==> config.mk <==
export PLATFORM = sky130hd
export DESIGN_NAME = fb_scan_arbiter
export DESIGN_NICKNAME = d
export VERILOG_FILES = /design/src/rtl/fb_arb_pkg.sv /design/src/rtl/fb_prefetch_fifo.sv /design/src/rtl/fb_scan_arbiter.sv
export SDC_FILE = /design/constraint.sdc
export NUM_CORES = 1
export LEC_CHECK = 0
export ABC_CLOCK_PERIOD_IN_PS = 5600
export CORE_MARGIN = 4
export CORE_UTILIZATION = 46
export DETAILED_ROUTE_END_ITERATION = 6
export PLACE_DENSITY = 0.74
export SETUP_SLACK_MARGIN = 0.15
export SYNTH_ARGS = -nofsm -noshare
export SYNTH_HDL_FRONTEND = slang
export SYNTH_SLANG_ARGS = --single-unit
==> constraint.sdc <==
create_clock -name clk -period 5.6 [get_ports clk]
set_input_delay 0.56 -clock clk [delete_from_list [all_inputs] [get_ports clk]]
set_output_delay 0.56 -clock clk [all_outputs]
set_load 0.02 [all_outputs]
==> src/rtl/fb_arb_pkg.sv <==
// Shared types and sizing helpers for the frame-buffer scan arbiter.
// No logic and no latency; sizing only.
package fb_arb_pkg;

  typedef enum logic [1:0] {
    IDLE = 2'd0,
    FILL = 2'd1,
    DONE = 2'd2
  } state_t;

  localparam logic [15:0] UNDER_COLOR_DEF = 16'hF81F;

  // Bits needed to hold the value n itself (not n-1), minimum 1.
  function automatic int cnt_w(input int n);
    return (n < 1) ? 1 : $clog2(n + 1);
  endfunction

endpackage

==> src/rtl/fb_prefetch_fifo.sv <==
// Show-ahead prefetch FIFO: dout is the head word whenever empty is low.
// Latency 1 cycle push-to-visible; push while full is dropped (the caller's credit check prevents it); flush wins over push/pop.
module fb_prefetch_fifo
  import fb_arb_pkg::*;
#(
  parameter int DW    = 16,
  parameter int DEPTH = 16
) (
  input  logic                       clk,
  input  logic                       rst_n,
  input  logic                       push,
  input  logic                       pop,
  input  logic                       flush,
  input  logic [DW-1:0]              din,
  output logic [DW-1:0]              dout,
  output logic [cnt_w(DEPTH)-1:0]    count,
  output logic                       empty
);

  localparam int PW = $clog2(DEPTH);
  localparam int CW = cnt_w(DEPTH);

  logic [DW-1:0] store [DEPTH];
  logic [PW-1:0] wptr;
  logic [PW-1:0] rptr;
  logic          do_push;
  logic          do_pop;

  assign empty   = (count == '0);
  assign do_push = push && !flush && (count != CW'(DEPTH));
  assign do_pop  = pop && !flush && !empty;
  assign dout    = store[rptr];

  always_ff @(posedge clk) begin
    if (do_push) store[wptr] <= din;
  end

  always_ff @(posedge clk or negedge rst_n) begin
    if (!rst_n) begin
      wptr  <= '0;
      rptr  <= '0;
      count <= '0;
    end else if (flush) begin
      wptr  <= '0;
      rptr  <= '0;
      count <= '0;
    end else begin
      if (do_push) wptr <= wptr + 1'b1;
      if (do_pop)  rptr <= rptr + 1'b1;
      count <= count + CW'(do_push) - CW'(do_pop);
    end
  end

endmodule

==> src/rtl/fb_scan_arbiter.sv <==
// Single-port frame-buffer arbiter: display prefetch has priority, writer gets leftover slots; FB_WR_GUARD_EN bounds writer starvation.
// Latency: mem_* same cycle as grant, pix_data 1 cycle after de; backpressure: wr_ready low while the display holds the slot.
module fb_scan_arbiter
  import fb_arb_pkg::*;
#(
  parameter int            DW          = 16,
  parameter int            AW          = 19,
  parameter int            FB_PIXELS   = 307200,
  parameter int            FB_BASE     = 0,
  parameter int            FIFO_DEPTH  = 16,
  parameter int            MEM_LAT     = 2,
  parameter logic [DW-1:0] UNDER_COLOR = DW'(UNDER_COLOR_DEF),
  parameter int            WR_MAX_WAIT = 64
) (
  input  logic          clk,
  input  logic          rst_n,
  input  logic          frame_start,
  input  logic          de,
  output logic [DW-1:0] pix_data,
  output logic          underrun,
  input  logic          underrun_clr,
  input  logic          wr_valid,
  output logic          wr_ready,
  input  logic [AW-1:0] wr_addr,
  input  logic [DW-1:0] wr_data,
  output logic          mem_req,
  output logic          mem_we,
  output logic [AW-1:0] mem_addr,
  output logic [DW-1:0] mem_wdata,
  input  logic [DW-1:0] mem_rdata
);

`ifdef FB_WR_GUARD_EN
  localparam bit GUARD_EN = 1'b1;
`else
  localparam bit GUARD_EN = 1'b0;
`endif

  localparam int CW  = cnt_w(FIFO_DEPTH);
  localparam int CRW = CW + 1;
  localparam int FCW = cnt_w(FB_PIXELS);
  localparam int WW  = cnt_w(WR_MAX_WAIT);

  state_t               state;
  logic [AW-1:0]        fetch_ptr;
  logic [FCW-1:0]       fetch_cnt;
  logic [MEM_LAT-1:0]   inflight;
  logic [WW-1:0]        wr_wait;
  logic [CW-1:0]        fifo_count;
  logic                 fifo_empty;
  logic [DW-1:0]        fifo_dout;
  logic [CRW-1:0]       credit_used;
  logic                 guard_fire;
  logic                 rd_grant;
  logic                 wr_grant;
  logic                 ret_vld;
  logic                 pop_ok;

  // Words already buffered plus words still on their way back from memory.
  assign credit_used = CRW'(fifo_count) + CRW'($countones(inflight));
  assign guard_fire  = GUARD_EN && wr_valid && (wr_wait == WW'(WR_MAX_WAIT));
  assign rd_grant    = rst_n && (state == FILL) && !frame_start && !guard_fire &&
                       (credit_used < CRW'(FIFO_DEPTH));
  assign wr_grant    = rst_n && wr_valid && !rd_grant;

  assign wr_ready  = wr_grant;
  assign mem_req   = rd_grant || wr_grant;
  assign mem_we    = wr_grant;
  assign mem_addr  = rd_grant ? fetch_ptr : (wr_grant ? wr_addr : '0);
  assign mem_wdata = wr_grant ? wr_data : '0;

  assign ret_vld = inflight[MEM_LAT-1];
  assign pop_ok  = de && !frame_start && !fifo_empty;

  always_ff @(posedge clk or negedge rst_n) begin
    if (!rst_n) begin
      state     <= IDLE;
      fetch_ptr <= '0;
      fetch_cnt <= '0;
    end else if (frame_start) begin
      state     <= FILL;
      fetch_ptr <= AW'(FB_BASE);
      fetch_cnt <= '0;
    end else if (rd_grant) begin
      fetch_ptr <= fetch_ptr + 1'b1;
      fetch_cnt <= fetch_cnt + 1'b1;
      if (fetch_cnt == FCW'(FB_PIXELS - 1)) state <= DONE;
    end
  end

  // Returns launched before a frame_start are dropped by clearing their tags.
  always_ff @(posedge clk or negedge rst_n) begin
    if (!rst_n) begin
      inflight <= '0;
    end else if (frame_start) begin
      inflight <= '0;
    end else begin
      inflight <= (inflight << 1) | MEM_LAT'(rd_grant);
    end
  end

  always_ff @(posedge clk or negedge rst_n) begin
    if (!rst_n) begin
      wr_wait <= '0;
    end else if (wr_grant) begin
      wr_wait <= '0;
    end else if (wr_valid && (wr_wait != WW'(WR_MAX_WAIT))) begin
      wr_wait <= wr_wait + 1'b1;
    end
  end

  always_ff @(posedge clk or negedge rst_n) begin
    if (!rst_n) begin
      pix_data <= '0;
      underrun <= 1'b0;
    end else begin
      if (pop_ok)  pix_data <= fifo_dout;
      else if (de) pix_data <= UNDER_COLOR;
      else         pix_data <= '0;
      if (de && !pop_ok)     underrun <= 1'b1;
      else if (underrun_clr) underrun <= 1'b0;
    end
  end

  fb_prefetch_fifo #(
    .DW    (DW),
    .DEPTH (FIFO_DEPTH)
  ) u_fifo (
    .clk   (clk),
    .rst_n (rst_n),
    .push  (ret_vld && !frame_start),
    .pop   (pop_ok),
    .flush (frame_start),
    .din   (mem_rdata),
    .dout  (fifo_dout),
    .count (fifo_count),
    .empty (fifo_empty)
  );

endmodule

==> results of run 1 <==
[final cells by class]
type                            count  area [um2]
Sequential cell                   328        9500
Clock inverter                     12         134
Tap cell                          384         480
Fill cell                        2216       12700
Timing Repair Buffer              135        1290
Clock buffer                       50         952
Multi-Input combinational cell    442        3980
Inverter                           22        82.6
[worst max path at each step]
| stage | depth (start not counted) | start | slack (ps) | end |
|---|---|---|---|---|
| after detailed placement | 7 | frame_start | 1220 | mem_we |
| after floorplan | 9 | u_fifo.count[1]$_DFF_PN0_ | 2610 | mem_addr[11] |
| after global routing | 9 | rst_n | 370 | mem_addr[1] |
| after global placement | 7 | frame_start | 1300 | mem_we |
| after CTS | 9 | rst_n | 700 | mem_addr[18] |
| final | 9 | rst_n | 720 | mem_addr[18] |
[through the flow]
stage	total power [W]	instance area (um2)	hold WS (ps)	cells
after detailed placement	0.00364	15300	448	1310
after global placement	0.00363	15300	443	1310
final	0.00577	16400	453	1373
after global routing	0.00601	16400	490	1373
after CTS	0.00583	16400	456	1373
after floorplan	0.00338	13700	264	839
[placed cells by master (no fill, tap or decap), types with 4 or more instances in the layout]
| master | synthesis | layout |
|---|---|---|
| clkdlybuf4s50_1 | 0 | 110 |
| mux2i_1 | 43 | 43 |
| nand3_1 | 34 | 34 |
| and3_1 | 20 | 20 |
| mux4_2 | 64 | 64 |
| or4_1 | 5 | 5 |
| o31ai_1 | 9 | 9 |
| xor2_1 | 5 | 5 |
| or4b_2 | 4 | 4 |
| a21oi_1 | 22 | 22 |
| o311ai_0 | 4 | 4 |
| ha_1 | 17 | 17 |
| inv_1 | 21 | 21 |
| clkbuf_1 | 21 | 13 |
| clkbuf_16 | 0 | 35 |
| nand4_1 | 8 | 8 |
| nand2_1 | 72 | 72 |
| buf_4 | 4 | 24 |
| xnor2_1 | 12 | 12 |
| nor2_2 | 0 | 12 |
| edfxtp_1 | 256 | 256 |
| a221oi_1 | 10 | 10 |
| nor3_2 | 1 | 5 |
| nor2_1 | 38 | 26 |
| dfrtp_1 | 72 | 69 |
| clkinv_2 | 0 | 5 |
| o22ai_1 | 7 | 7 |
| o41ai_1 | 7 | 7 |
| o21ai_0 | 5 | 5 |
| nor4_1 | 6 | 6 |
[kinds of logic (layout without fill, tap and decap cells)]
kind of cell	Yosys count	after routing
adders and majority gates	18	18
muxes	107	107
and+or+nand+nor	225	225
DFF	328	328
buffers and inverters	69	219
xor gates and xnor gates	17	17
AOI/OAI and AO/OA	75	75
[power by group through the flow]
stage                     sequential, W  clock (W)  combinational, W
after floorplan                 0.00278          0          0.000605
after global placement          0.00282          0          0.000806
after detailed placement        0.00283          0          0.000816
after CTS                       0.00278    0.00223          0.000823
after global routing            0.00279    0.00234          0.000883
final                           0.00278    0.00219          0.000810
[state kept, by name, indices dropped and copies added (netlist names)]
name and cells:
state 2, inflight 2, u_fifo.store 256, fetch_cnt 19, u_fifo.count 5, fetch_ptr 19, underrun 1, u_fifo.rptr 4
pix_data 16, u_fifo.wptr 4
[per-layer routing]
layer / part of all wire, % / global-route usage (%) / vias up / wire length, um
met4: 2.0 / 4.90 / 4 / 627
met3: 8.7 / 3.60 / 56 / 2670
met1: 42 / 26.9 / 4050 / 12900
met5: 0.069 / 0 / - / 21
met2: 47 / 29.2 / 369 / 14400
li1: - / - / 3538 / -
[what timing repair did]
| action | 4_1_cts | 5_1_grt |
|---|---|---|
| gates resized for setup | 0 | 0 |
| buffers inserted | 0 | 0 |
| hold buffers | 1 | 0 |
| hold endpoints to repair | 20 | 0 |
| setup endpoints to repair | 0 | 0 |
==> metrics.csv, run 1 <==
stage,metric,value,unit
place,post-place-ws,1220,ps
worst_setup_path,path_max_fanout,71,
synthesis,synth-main-ff-cell,edfxtp_1,
synthesis,syn_avg_cell_area,16.4,um2
route,drt-total-wl,30600,um
worst_setup_path,cp.arrival,4320,ps
floorplan,rows,62,
synthesis,yosysUniqueCellTypes,60,
global_route,grt_max_degree,72,
floorplan,start_util,47.2,%
synthesis,netlist_instances,839,
global_route,grt_pass1_vias,7911,
synthesis,ys_ff_latch,328,
global_route,antenna_found_initial,2,
sta,tightest_slew,1100,ps
worst_setup_path,slowest_stage,or3_2,
worst_setup_path,max_stage_delay,890,ps
route,dr_total_vias,8017,
global_route,grt_remaining_overflow,0,
route,route.antenna.remaining_nets,0,
synthesis,ys_top_cells_by_count,"edfxtp_1 (256), dfrtp_1 (72), nand2_1 (72)",
power,pwr_density_cell,352,nW/um2
synthesis,yosys-top-cells-area,"edfxtp_1 (56%), dfrtp_1 (13%), mux4_2 (10%), mux2i_1 (3.1%), nand2_1 (2.0%)",
power,combPwrFrac,14.0,%
sta,hold_violations,0,
sta,min_period,4880,ps
floorplan,die_area,32700,um2
worst_setup_path,rr_endpoint,fetch_cnt[4]$_DFFE_PN0P_,
place,port_buffers,111,
min_path,hp-class,register to register,
sta,max_slew_margin,26.6,%
clock_network,cts_sinks,328,
worst_setup_path,reg2reg_depth,7,
synthesis,synthArstFlopShare,22.0,%
min_path,hold_end,fetch_cnt[18]$_DFFE_PN0P_,
cells_and_area,synthToLayoutAreaGrowth,19.6,%
global_route,grt_pass1_wl,47500,um
power,leakage,5.62,nW
synthesis,netlist_area,13700,um2
synthesis,synth-simple-area-share,8.37,%
sta,period_share,87.2,%
synthesis,synth_top_family_by_area,multiplexers,
sta,slew_violations,0,
synthesis,synth-compound-area-share,3.86,%
route,drtPass1Iterations,5,
min_path,hold_depth,1,
power,power.switching,0.00140,W
floorplan,die_w,181,um
synthesis,yosysSeqAreaShare,69.1,%
floorplan,coreArea,29100,um2
power,intPower,0.00438,W
synthesis,synth_top_cell_by_area,edfxtp_1,
synthesis,syn_nets,914,
sta,rsz0062_at_grt,no,
cells_and_area,nets,1038,
clock_network,cts_tree,yes,
synthesis,synth.most_common_cell,edfxtp_1,
worst_setup_path,crit_chain,dlygate4sd3_1 > buf_4 > nand3b_1 > nand2b_1 > or3_2 > inv_1 > nand2_1 > nand2_1 > clkdlybuf4s50_1,
clock_network,h-tree-depth,2,
worst_setup_path,worstPathRequired,5040,ps
synthesis,synth_mux_area_share,13.6,%
route,wl_per_cell,22.3,um
place,place_congestion,0.827,
synthesis,ys_warn_count,0,
worst_setup_path,crit_top_cell,nand2_1,
flow_run,drv_cap,0,
global_route,grt_usage,18.5,%
clock_network,cts-root-buf,clkbuf_16,
sta,setup_viol,0,
clock_network,cts_buffer_depth,3,
worst_setup_path,r2r_slack,2180,ps
clock_network,clk_latency,520,ps
route,first_iter_violations,897,
sta,fmax,205,MHz
worst_setup_path,critPathLaunchType,input port,
clock_network,cts_buffers,34,
synthesis,synth_top_area_share,56.0,%
worst_setup_path,path_class,input port to primary output,
clock_network,clk_pin_slew,60,ps
power,p_clk_share,37.9,%
synthesis,synth-xor-area-share,1.08,%
place,hpwlAfterDp,17800,um
power,seqPwrFrac,48.1,%
sta,finalWorstSetupSlack,718,ps
synthesis,synth_fa_ha_area_share,1.70,%
floorplan,die_h,181,um
sta,tns,0,ps
sta,fin_skew,18.0,ps
cells_and_area,final_core_util,56.4,%
worst_setup_path,rr_startpoint,inflight[0]$_DFF_PN0_,
worst_setup_path,crit_buf_inv,4,
synthesis,synth_edf_count,256,
route,drc,0,
worst_setup_path,critical_path.top_delay_family,buffers and inverters,
min_path,worstHoldStart,fetch_cnt[18]$_DFFE_PN0P_,
run_status,status,"finished, final reports clean",
cells_and_area,drive_above_1_share,17.1,%
route,via_per_inst,5.84,
floorplan,top_level_ports,112,
cells_and_area,n_antenna_cell,0,
power,p_sw_share,24.2,%
worst_setup_path,end_kind,primary output,
power,ir_worst_vdd,0.211,mV
No activity file was read; power rests on OpenSTA's default activity.
==> run 2, diff against run 1 <==
--- a/config.mk
+++ b/config.mk
@@ -6,9 +6,10 @@
 export NUM_CORES = 1
 export LEC_CHECK = 0
 export ABC_CLOCK_PERIOD_IN_PS = 5600
-export CORE_MARGIN = 4
+export CORE_MARGIN = 5
 export CORE_UTILIZATION = 46
 export DETAILED_ROUTE_END_ITERATION = 6
+export GPL_ROUTABILITY_DRIVEN = 0
 export PLACE_DENSITY = 0.74
 export SETUP_SLACK_MARGIN = 0.15
 export SYNTH_ARGS = -nofsm -noshare
==> run 2 against run 1 <==
  * Final area increased by 0.77%
  * Power increased by 3.5%
  * Via count down 1.0%
  * First-iteration DRC count down 1.2%
  * Global-route usage is 0.085 points higher
  * Critical path depth did not move
  * Setup slack better by 360 ps
  * Routed wire length grew 1.0%
  * Count of clock-buffer cells in the layout down 9
  * Core utilization shrank 0.47 points
  * Sequential share of layout area fell by 0.43 points
  * Sequential power about the same
  * Critical path type is now register to primary output
==> metrics.csv, run 2 (same netlist as run 1, synthesis figures left out) <==
stage,metric,value,unit
sta,period_share,80.7,%
floorplan,rows,63,
power,leakage,5.66,nW
route,dr_total_vias,7936,
cells_and_area,largest_reg_flops,256,
cells_and_area,reg_top3,"u_fifo.store x256, fetch_cnt x19, fetch_ptr x19",
sta,min_period,4520,ps
worst_setup_path,crit_top_cell,nand2_1,
flow_run,drv_cap,0,
route,drt-total-wl,30900,um
cells_and_area,seqCellArea,9500,um2
run_status,status,"finished, final reports clean",
cells_and_area,multi_input_area,3980,um2
sta,slew_violations,0,
worst_setup_path,critical_path.top_delay_family,buffers and inverters,
worst_setup_path,cp.arrival,3960,ps
clock_network,ctsHoldBuffers,0,
clock_network,h-tree-depth,2,
floorplan,coreArea,29600,um2
sta,max_slew_margin,28.6,%
clock_network,cts_tree,yes,
worst_setup_path,crit_chain,ha_1 > a22oi_2 > nor3_2 > or3_2 > buf_4 > inv_1 > nand2_1 > nand2_1 > clkdlybuf4s50_1,
worst_setup_path,crit_buf_inv,3,
min_path,hp-class,input port to asynchronous set/reset pin,
cells_and_area,synthToLayoutAreaGrowth,20.5,%
worst_setup_path,end_kind,primary output,
global_route,grt_remaining_overflow,0,
sta,rsz0062_at_grt,no,
cells_and_area,fillers,2258,
power,p_total,0.00598,W
power,pwr_density_cell,361,nW/um2
sta,tns,0,ps
sta,setup_viol,0,
floorplan,die_area,33400,um2
worst_setup_path,path_max_fanout,71,
cells_and_area,final_cell_mix,"edfxtp_1 (256), clkdlybuf4s50_1 (110), nand2_1 (72), dfrtp_1 (69), mux4_2 (64)",
global_route,grt_usage,18.6,%
global_route,antenna_found_initial,0,
worst_setup_path,max_stage_delay,670,ps
clock_network,post_cts_resized,0,
route,route.antenna.remaining_nets,0,
floorplan,die_h,183,um
worst_setup_path,path_class,register to primary output,
clock_network,clk_pin_slew,60,ps
floorplan,top_level_ports,112,
clock_network,cts-root-buf,clkbuf_16,
global_route,grt_max_degree,76,
cells_and_area,nets,1038,
power,ir_worst_vdd,0.281,mV
global_route,grt_pass1_wl,47800,um
sta,fmax,221,MHz
clock_network,cts_setup_buffers,0,
route,via_per_inst,5.75,
route,first_iter_violations,886,
worst_setup_path,slowest_stage,inv_1,
worst_setup_path,critPathLaunchType,register,
route,drc,0,
sta,fin_skew,29.7,ps
cells_and_area,drive_above_1_share,17.8,%
worst_setup_path,worstPathRequired,5040,ps
clock_network,cts_buffers,35,
cells_and_area,n_antenna_cell,0,
cells_and_area,final_common_cell,edfxtp_1,
route,drtPass1Iterations,5,
clock_network,cts_buffer_depth,3,
global_route,grt_pass1_vias,7924,
floorplan,die_w,183,um
cells_and_area,top_register,u_fifo.store,
route,wl_per_cell,22.4,um
sta,hold_violations,0,
clock_network,clk_latency,530,ps
sta,tightest_slew,1070,ps
floorplan,start_util,46.4,%
clock_network,cts_sinks,328,
place,hpwlAfterDp,18100,um
place,port_buffers,111,
-- run 2: cell types whose count changed in the layout (fill, tap and decap cells not counted), moves of 2 or more --
cell	before	now
clkinvlp_4	0	3
clkbuf_1	13	4
clkinv_1	3	7
bufinv_16	2	5
clkinv_2	5	3
clkinv_4	0	2
-- run 2: stage by stage --
step	instances	worst slack, ps	cell area [um2]	hold WS (ps)	util [%]
final	1380	1080	16500	330	56.0
after global routing	1380	833	16500	430	56.0
after CTS	1380	1010	16500	369	56.0
after detailed placement	1316	1240	15300	459	51.9
after global placement	1316	1410	15300	439	51.9
after floorplan	839	2610	13700	264	-
-- run 2: path summary, 6_finish.rpt --
| path | startpoint | endpoint | slack, ps | cells after the start |
|---|---|---|---|---|
| setup / recovery | u_fifo.count[1]$_DFF_PN0_ | mem_addr[12] | 1080 | 9 |
| hold / removal | rst_n | pix_data[12]$_DFF_PN0_ | 330 | 2 |
| setup reg to reg | u_fifo.count[2]$_DFF_PN0_ | u_fifo.count[4]$_DFF_PN0_ | 2390 | 15 |
| hold reg to reg | fetch_cnt[18]$_DFFE_PN0P_ | fetch_cnt[18]$_DFFE_PN0P_ | 460 | 1 |
| max in group asynchronous | rst_n | u_fifo.rptr[3]$_DFFE_PN0P_ | 4540 | 2 |
| min in group clk | fetch_cnt[18]$_DFFE_PN0P_ | fetch_cnt[18]$_DFFE_PN0P_ | 460 | 1 |
-- run 2: final cells by class --
type,count,share of cell area (%)
flip-flops and latches,328,57.4
multi-input cells,442,24.1
repair buffers,134,7.74
clock buffers,41,5.55
well taps,390,2.95
clock inverters,23,1.78
inverters,22,0.499
-- run 2: report_power, final --
| group | total (W) | switching [W] | internal (W) |
|---|---|---|---|
| combinational | 0.000795 | 0.000376 | 0.000419 |
| clock | 0.00238 | 0.000958 | 0.00143 |
| sequential | 0.00280 | 0.000121 | 0.00268 |
| total | 0.00598 | 0.00145 | 0.00452 |
-- run 2: per-layer routing --
layer	track usage, %	routed length (um)	vias to the layer above
met2	31.1	15300	317
li1	-	-	3543
met4	4.95	707	0
met3	3.57	2330	58
met5	0	0	-
met1	25.5	12600	4018
==> run 3, diff against run 2 <==
--- a/config.mk
+++ b/config.mk
@@ -5,12 +5,12 @@
 export SDC_FILE = /design/constraint.sdc
 export NUM_CORES = 1
 export LEC_CHECK = 0
-export ABC_CLOCK_PERIOD_IN_PS = 5600
+export ABC_CLOCK_PERIOD_IN_PS = 3700
 export CORE_MARGIN = 5
 export CORE_UTILIZATION = 46
 export DETAILED_ROUTE_END_ITERATION = 6
 export GPL_ROUTABILITY_DRIVEN = 0
-export PLACE_DENSITY = 0.74
+export PLACE_DENSITY = 0.76
 export SETUP_SLACK_MARGIN = 0.15
 export SYNTH_ARGS = -nofsm -noshare
 export SYNTH_HDL_FRONTEND = slang
==> constraint.sdc (replaced) <==
create_clock -name clk -period 3.7 [get_ports clk]
set_input_delay 0.37 -clock clk [delete_from_list [all_inputs] [get_ports clk]]
set_output_delay 0.37 -clock clk [all_outputs]
set_load 0.02 [all_outputs]
==> run 3 against run 2 <==
  * Sequential share of layout area fell by 0.46 points
  * Final area is 0.82% higher
  * Routed wire length grew 0.86%
  * Die area stayed put
  * Clock skew is 4.0 ps lower
  * Register-to-register slack lost 2000 ps
  * Clock power increased by 43%
  * First-iteration DRC count fell by 12%
  * Hold slack better by 110 ps
  * Largest power group unchanged
  * Highest routed layer is now met5
==> metrics.csv, run 3 (same netlist as run 1, synthesis figures left out) <==
stage,metric,value,unit
global_route,grt_util_met2,31.6,%
worst_setup_path,crit_buf_inv,2,
worst_setup_path,rr_endpoint,u_fifo.count[4]$_DFF_PN0_,
sta,period_share,91.9,%
global_route,grt_max_degree,71,
cells_and_area,largest_reg_flops,256,
clock_network,cts_buffer_depth,3,
floorplan,coreArea,29600,um2
sta,fmax,294,MHz
floorplan,rows,63,
clock_network,cts-root-buf,clkbuf_16,
power,p_total,0.00891,W
clock_network,cts_sinks,328,
clock_network,clk_latency,530,ps
worst_setup_path,worstPathRequired,3330,ps
cells_and_area,fin_cells,1394,
sta,fin_skew,25.7,ps
worst_setup_path,rr_startpoint,u_fifo.count[2]$_DFF_PN0_,
worst_setup_path,cp.arrival,3030,ps
power,leakage,5.75,nW
cells_and_area,final_cell_mix,"edfxtp_1 (256), clkdlybuf4s50_1 (108), nand2_1 (72), dfrtp_1 (68), mux4_2 (64)",
cells_and_area,seqCellArea,9500,um2
floorplan,die_w,183,um
sta,max_slew_margin,51.6,%
floorplan,die_area,33400,um2
sta,min_period,3400,ps
cells_and_area,n_antenna_cell,0,
place,dpl_cell_area,15500,um2
clock_network,cts_tree,yes,
cells_and_area,multi_input_area,4000,um2
clock_network,clk_pin_slew,60,ps
global_route,grt_pass1_wl,48200,um
global_route,use_met3,3.19,%
sta,tns,0,ps
flow_run,drv_cap,0,
worst_setup_path,path_max_fanout,10,
route,drtPass1Iterations,7,
place,post-place-ws,405,ps
cells_and_area,final_common_cell,edfxtp_1,
run_status,status,"finished, final reports clean",
route,first_iter_violations,776,
route,route.antenna.remaining_nets,0,
route,dr_total_vias,8109,
place,hpwlAfterDp,19000,um
route,drc,0,
cells_and_area,design_area,16700,um2
place,dpl.cell_count,1328,
worst_setup_path,end_kind,primary output,
sta,tightest_slew,725,ps
worst_setup_path,critical_path.top_delay_family,buffers and inverters,
cells_and_area,nets,1054,
worst_setup_path,reg2reg_depth,15,
global_route,antenna_found_initial,1,
worst_setup_path,slowest_stage,clkdlybuf4s50_1,
global_route,grt_pass1_vias,8146,
worst_setup_path,critPathLaunchType,register,
power,ir_worst_vdd,0.435,mV
sta,setup_viol,0,
worst_setup_path,r2r_slack,420,ps
sta,hold_violations,0,
global_route,grt_remaining_overflow,0,
route,wl_per_cell,22.4,um
worst_setup_path,crit_chain,ha_1 > a21o_2 > a41oi_4 > or3_4 > clkinvlp_4 > nor2_1 > clkdlybuf4s50_1,
floorplan,top_level_ports,112,
worst_setup_path,max_stage_delay,620,ps
clock_network,cts_buffers,34,
global_route,grt_usage,18.7,%
global_route,met1_usage,25.5,%
cells_and_area,drive_above_1_share,18.8,%
cells_and_area,fillers,2229,
clock_network,h-tree-depth,2,
cells_and_area,synthToLayoutAreaGrowth,21.5,%
place,port_buffers,111,
power,pwr_density_cell,534,nW/um2
cells_and_area,reg_top3,"u_fifo.store x256, fetch_cnt x19, fetch_ptr x19",
sta,slew_violations,0,
worst_setup_path,path_class,register to primary output,
route,drt-total-wl,31200,um
floorplan,start_util,46.4,%
route,via_per_inst,5.82,
floorplan,die_h,183,um
min_path,hp-class,input port to asynchronous set/reset pin,
global_route,grt-busiest-layer,met2,
sta,rsz0062_at_grt,no,
cells_and_area,top_register,u_fifo.store,
sta,finalWorstSetupSlack,298,ps
## run 3: changes by cell type in the layout (fill, tap and decap cells not counted), moves of 2 or more
cell             previous run  this run
buf_4                      24        34
clkbuf_1                    4        11
bufinv_16                   5         3
clkinv_4                    2         0
clkdlybuf4s50_1           110       108
clkinv_1                    7         2
clkbuf_8                    2         5
buf_12                      0         3
## run 3: tightest hold or removal path: stages
cell	delay, ps
dlygate4sd3_1	520
buf_4	130
buf_4	350
## run 3: area by class of cell
class	instances	area share [%]
flip-flops and latches	328	56.9
multi-input cells	442	24.0
repair buffers	150	8.87
clock buffers	50	5.76
well taps	390	2.93
clock inverters	11	0.960
inverters	22	0.518
repair inverters	1	0.0450
## run 3: through the flow
| step | utilization, % | hold slack [ps] |
|---|---|---|
| after floorplan | - | 74.4 |
| after global placement | 52.3 | 438 |
| after detailed placement | 52.3 | 446 |
| after CTS | 56.2 | 440 |
| after global routing | 56.4 | 471 |
| final | 56.4 | 440 |
## run 3: per-layer routing
layer	vias up	share of wire, %
met1	4084	39
met5	-	0.042
li1	3566	-
met2	400	50
met4	2	2.1
met3	57	8.5
## run 3: worst max path at each step
stage                              startpoint                           end  cells after the start
finish                  inflight[0]$_DFF_PN0_                      wr_ready                      7
global route        u_fifo.count[0]$_DFF_PN0_                      wr_ready                      7
CTS                 u_fifo.count[0]$_DFF_PN0_                 mem_wdata[15]                      7
detailed placement  u_fifo.count[1]$_DFF_PN0_                  mem_addr[10]                      8
global placement    u_fifo.count[2]$_DFF_PN0_     u_fifo.count[4]$_DFF_PN0_                     15
floorplan           u_fifo.count[2]$_DFF_PN0_  u_fifo.store[3][0]$_DFFE_PP_                      7
## run 3: what timing repair did
item	CTS	global route
gates resized for setup	7	4
setup endpoints to repair	38	36
hold buffers	1	0
setup buffers	0	2
endpoints found under the hold margin	26	0
cloned	1	1
## run 3: power by group
| group | total (W) | internal, W | switching, W |
|---|---|---|---|
| logic | 0.00134 | 0.000681 | 0.000660 |
| registers | 0.00418 | 0.00405 | 0.000123 |
| clock network | 0.00340 | 0.00203 | 0.00137 |
==> RTL edit (settings of run 1) <==
The 3 states of `state_t` get a one-hot encoding in 3 bits.
--- a/src/rtl/fb_arb_pkg.sv
+++ b/src/rtl/fb_arb_pkg.sv
@@ -3,8 +3,8 @@
 package fb_arb_pkg;
 
-  typedef enum logic [1:0] {
-    IDLE = 2'd0,
-    FILL = 2'd1,
-    DONE = 2'd2
+  typedef enum logic [2:0] {
+    IDLE = 3'b001,
+    FILL = 3'b010,
+    DONE = 3'b100
   } state_t;
 
Check against the original RTL: no difference found for any inputs over 4 cycles, from zero or initial values and one cycle with rst_n low; so few cycles prove little.
==> RTL edit against run 1 <==
Sequential cell count up 1; non-clock buffer count shrank 8; worst hold slack better by 0.0023 ns; global-route usage decreased by 0.45 points; first-iteration DRC count decreased by 16%; largest power group unchanged; design area about the same; worst setup slack gained 0.66 ns; power rose by 0.70%; maximum frequency up 16%; register-to-register slack better by 0.04 ns; critical endpoint is now mem_addr[11]; sequential share of layout area up 0.12 points; synthesized area increased by 0.49%; routed wire length down 0.98%.
==> RTL edit: results (changes against run 1) <==
Logic synthesis
  – Synth cell count leaders: edfxtp_1, nand2_1, dfrtp_1
  – Synth area leaders: edfxtp_1, dfrtp_1, mux4_2, nand2_1, mux2i_1
  – Number of synthesized flops with an enable pin: 256 (unchanged)
  – Sequential area share after synthesis: 69.0% (-0.15 points)
  – Async SR Flop Fraction: 22.2% (+0.24 points)
  – Yosys warns: 0 (unchanged)
  – Post-synth cell types: 55 (-8.3%)
  – Post-Syn Nets: 941 (+3.0%)
  – Ys flop type: edfxtp_1

Clock network
  – Hold Buf Count CTS: 1 (unchanged)
  – Cts bufs inserted: 35 (+2.9%)
  – Worst-path clk slew: 0.05 ns
  – Clock Root Buffer: clkbuf_16
  – H-tree levels: 2 (unchanged)
  – Post_cts resized: 0 (unchanged)
  – Worst skew pair latency: between 0.5 and 0.6 ns
  – Setup Fix Bufs, Post-CTS: 0 (unchanged)
  – Clock Path Buffers: 3 (unchanged)

Pwr
  – Max VDD drop: 0.250 mV (+19%)
  – Leakage: 5.60 nW (-0.40%)

STA
  – Max transition margin: 29.4% (+2.8 points)
  – Min Tclk post-route: 4.22 ns (-0.663 ns)
  – Clock Skews: 0.0229 ns (+0.00495 ns)

Global route
  – First-pass GRT wire length: 47000 um (-1.0%)
  – Initial antenna violation count: 0 (-2)
  – Vias in the first global route: 8117 (+2.6%)
  – GRT Total Usage: 18.1% (-0.45 points)
  – Largest net degree at the start of global routing: 75 (+4.2%)

Finish
  – Share of layout cells above drive strength 1: 17.2% (+0.13 points)
  – Total Nets Final: 1055 (+1.6%)
  – N_diodes: 0 (unchanged)
  – Largest regs: u_fifo.store (256), fetch_cnt (19), fetch_ptr (19)

Critical path
  – R2R setup slack: 2.22 ns (+0.04 ns)
  – Maximum fanout along the worst path: 30 (-58%)
  – Critical path arrival: 3.66 ns (-0.66 ns)

Placed design
  – Final HPWL DP: 18700 um (+4.7%)
  – # port buffers: 111 (unchanged)
  – Routability congestion estimate: 0.874 (+5.7%)
  – Post-placement setup slack: 1.55 ns (+0.329 ns)

Routing
  – Via density: 5.68 (-2.7%)
  – Drt pass-1 iters: 5 (unchanged)
  – DRT iter0 DRCs: 753 (-16%)
  – Wire length per cell: 21.7 um (-2.5%)

Run status
  – Status: finished clean

Min path
  – Hold WC Path Type: reg -> reg
[RTL edit: where the power goes]
part | internal (mW) | total [mW] | leakage (nW) | switching, mW
Combinational | 0.426 | 0.870 | 1.78 | 0.444
Clock | 1.24 | 2.18 | 0.543 | 0.939
Sequential | 2.69 | 2.76 | 3.27 | 0.0789
[RTL edit: worst paths after layout]
path / from / endpoint / depth (start not counted)
max in group asynchronous: rst_n / fetch_ptr[5] / 3
hold reg to reg: fetch_cnt[18] / fetch_cnt[18] / 1
hold / removal: fetch_cnt[18] / fetch_cnt[18] / 1
min in group asynchronous: rst_n / fetch_ptr[7] / 2
setup / recovery: rst_n / mem_addr[11] / 10
setup reg to reg: u_fifo.count[2] / u_fifo.count[4] / 14
[RTL edit: worst max-delay path, stage by stage]
cell and delay [ns]:
dlygate4sd3_1 0.53, buf_4 0.38, nor2b_1 0.26, and2_4 0.19, nand3_2 0.06, inv_1 0.59
buf_4 0.32, nand2_1 0.08, nand2_1 0.07, clkdlybuf4s50_1 0.60
[RTL edit: area by class of cell]
cell class | count | area [um2]
sequential | 329 | 9520
clock buffer | 48 | 975
tap | 390 | 488
inverter | 20 | 75.1
clock inverter | 14 | 131
multi-input combinational | 467 | 4010
timing repair buffer | 127 | 1230
fill | 2322 | 13200
[RTL edit: kinds of logic after synthesis]
logic type / share of synthesized area (%)
fa+ha+maj: 1.69
compound gates: 4.44
simple gates: 8.75
mux: 13.3
buf+inv: 2.27
flops: 69.0
xor+xnor: 0.635
[RTL edit: metrics by stage]
step	area, um2	hold WS [ns]	utilization [%]	power [mW]	instances
CTS	16400	0.459	55.4	5.87	1395
floorplan	13800	0.264	-	3.40	866
global placement	15300	0.436	51.7	3.68	1332
detailed placement	15300	0.451	51.7	3.70	1332
global route	16400	0.484	55.4	6.03	1395
finish	16400	0.455	55.4	5.81	1395
[RTL edit: metal layers]
layer  track usage, %  part of all wire (%)  vias to the layer above
li1                 -                     -                     3602
met1             24.1                    42                     4006
met2             30.8                    50                      272
met3             3.52                   6.1                       44
met4             4.71                   2.1                        0
met5                0                     0                        -
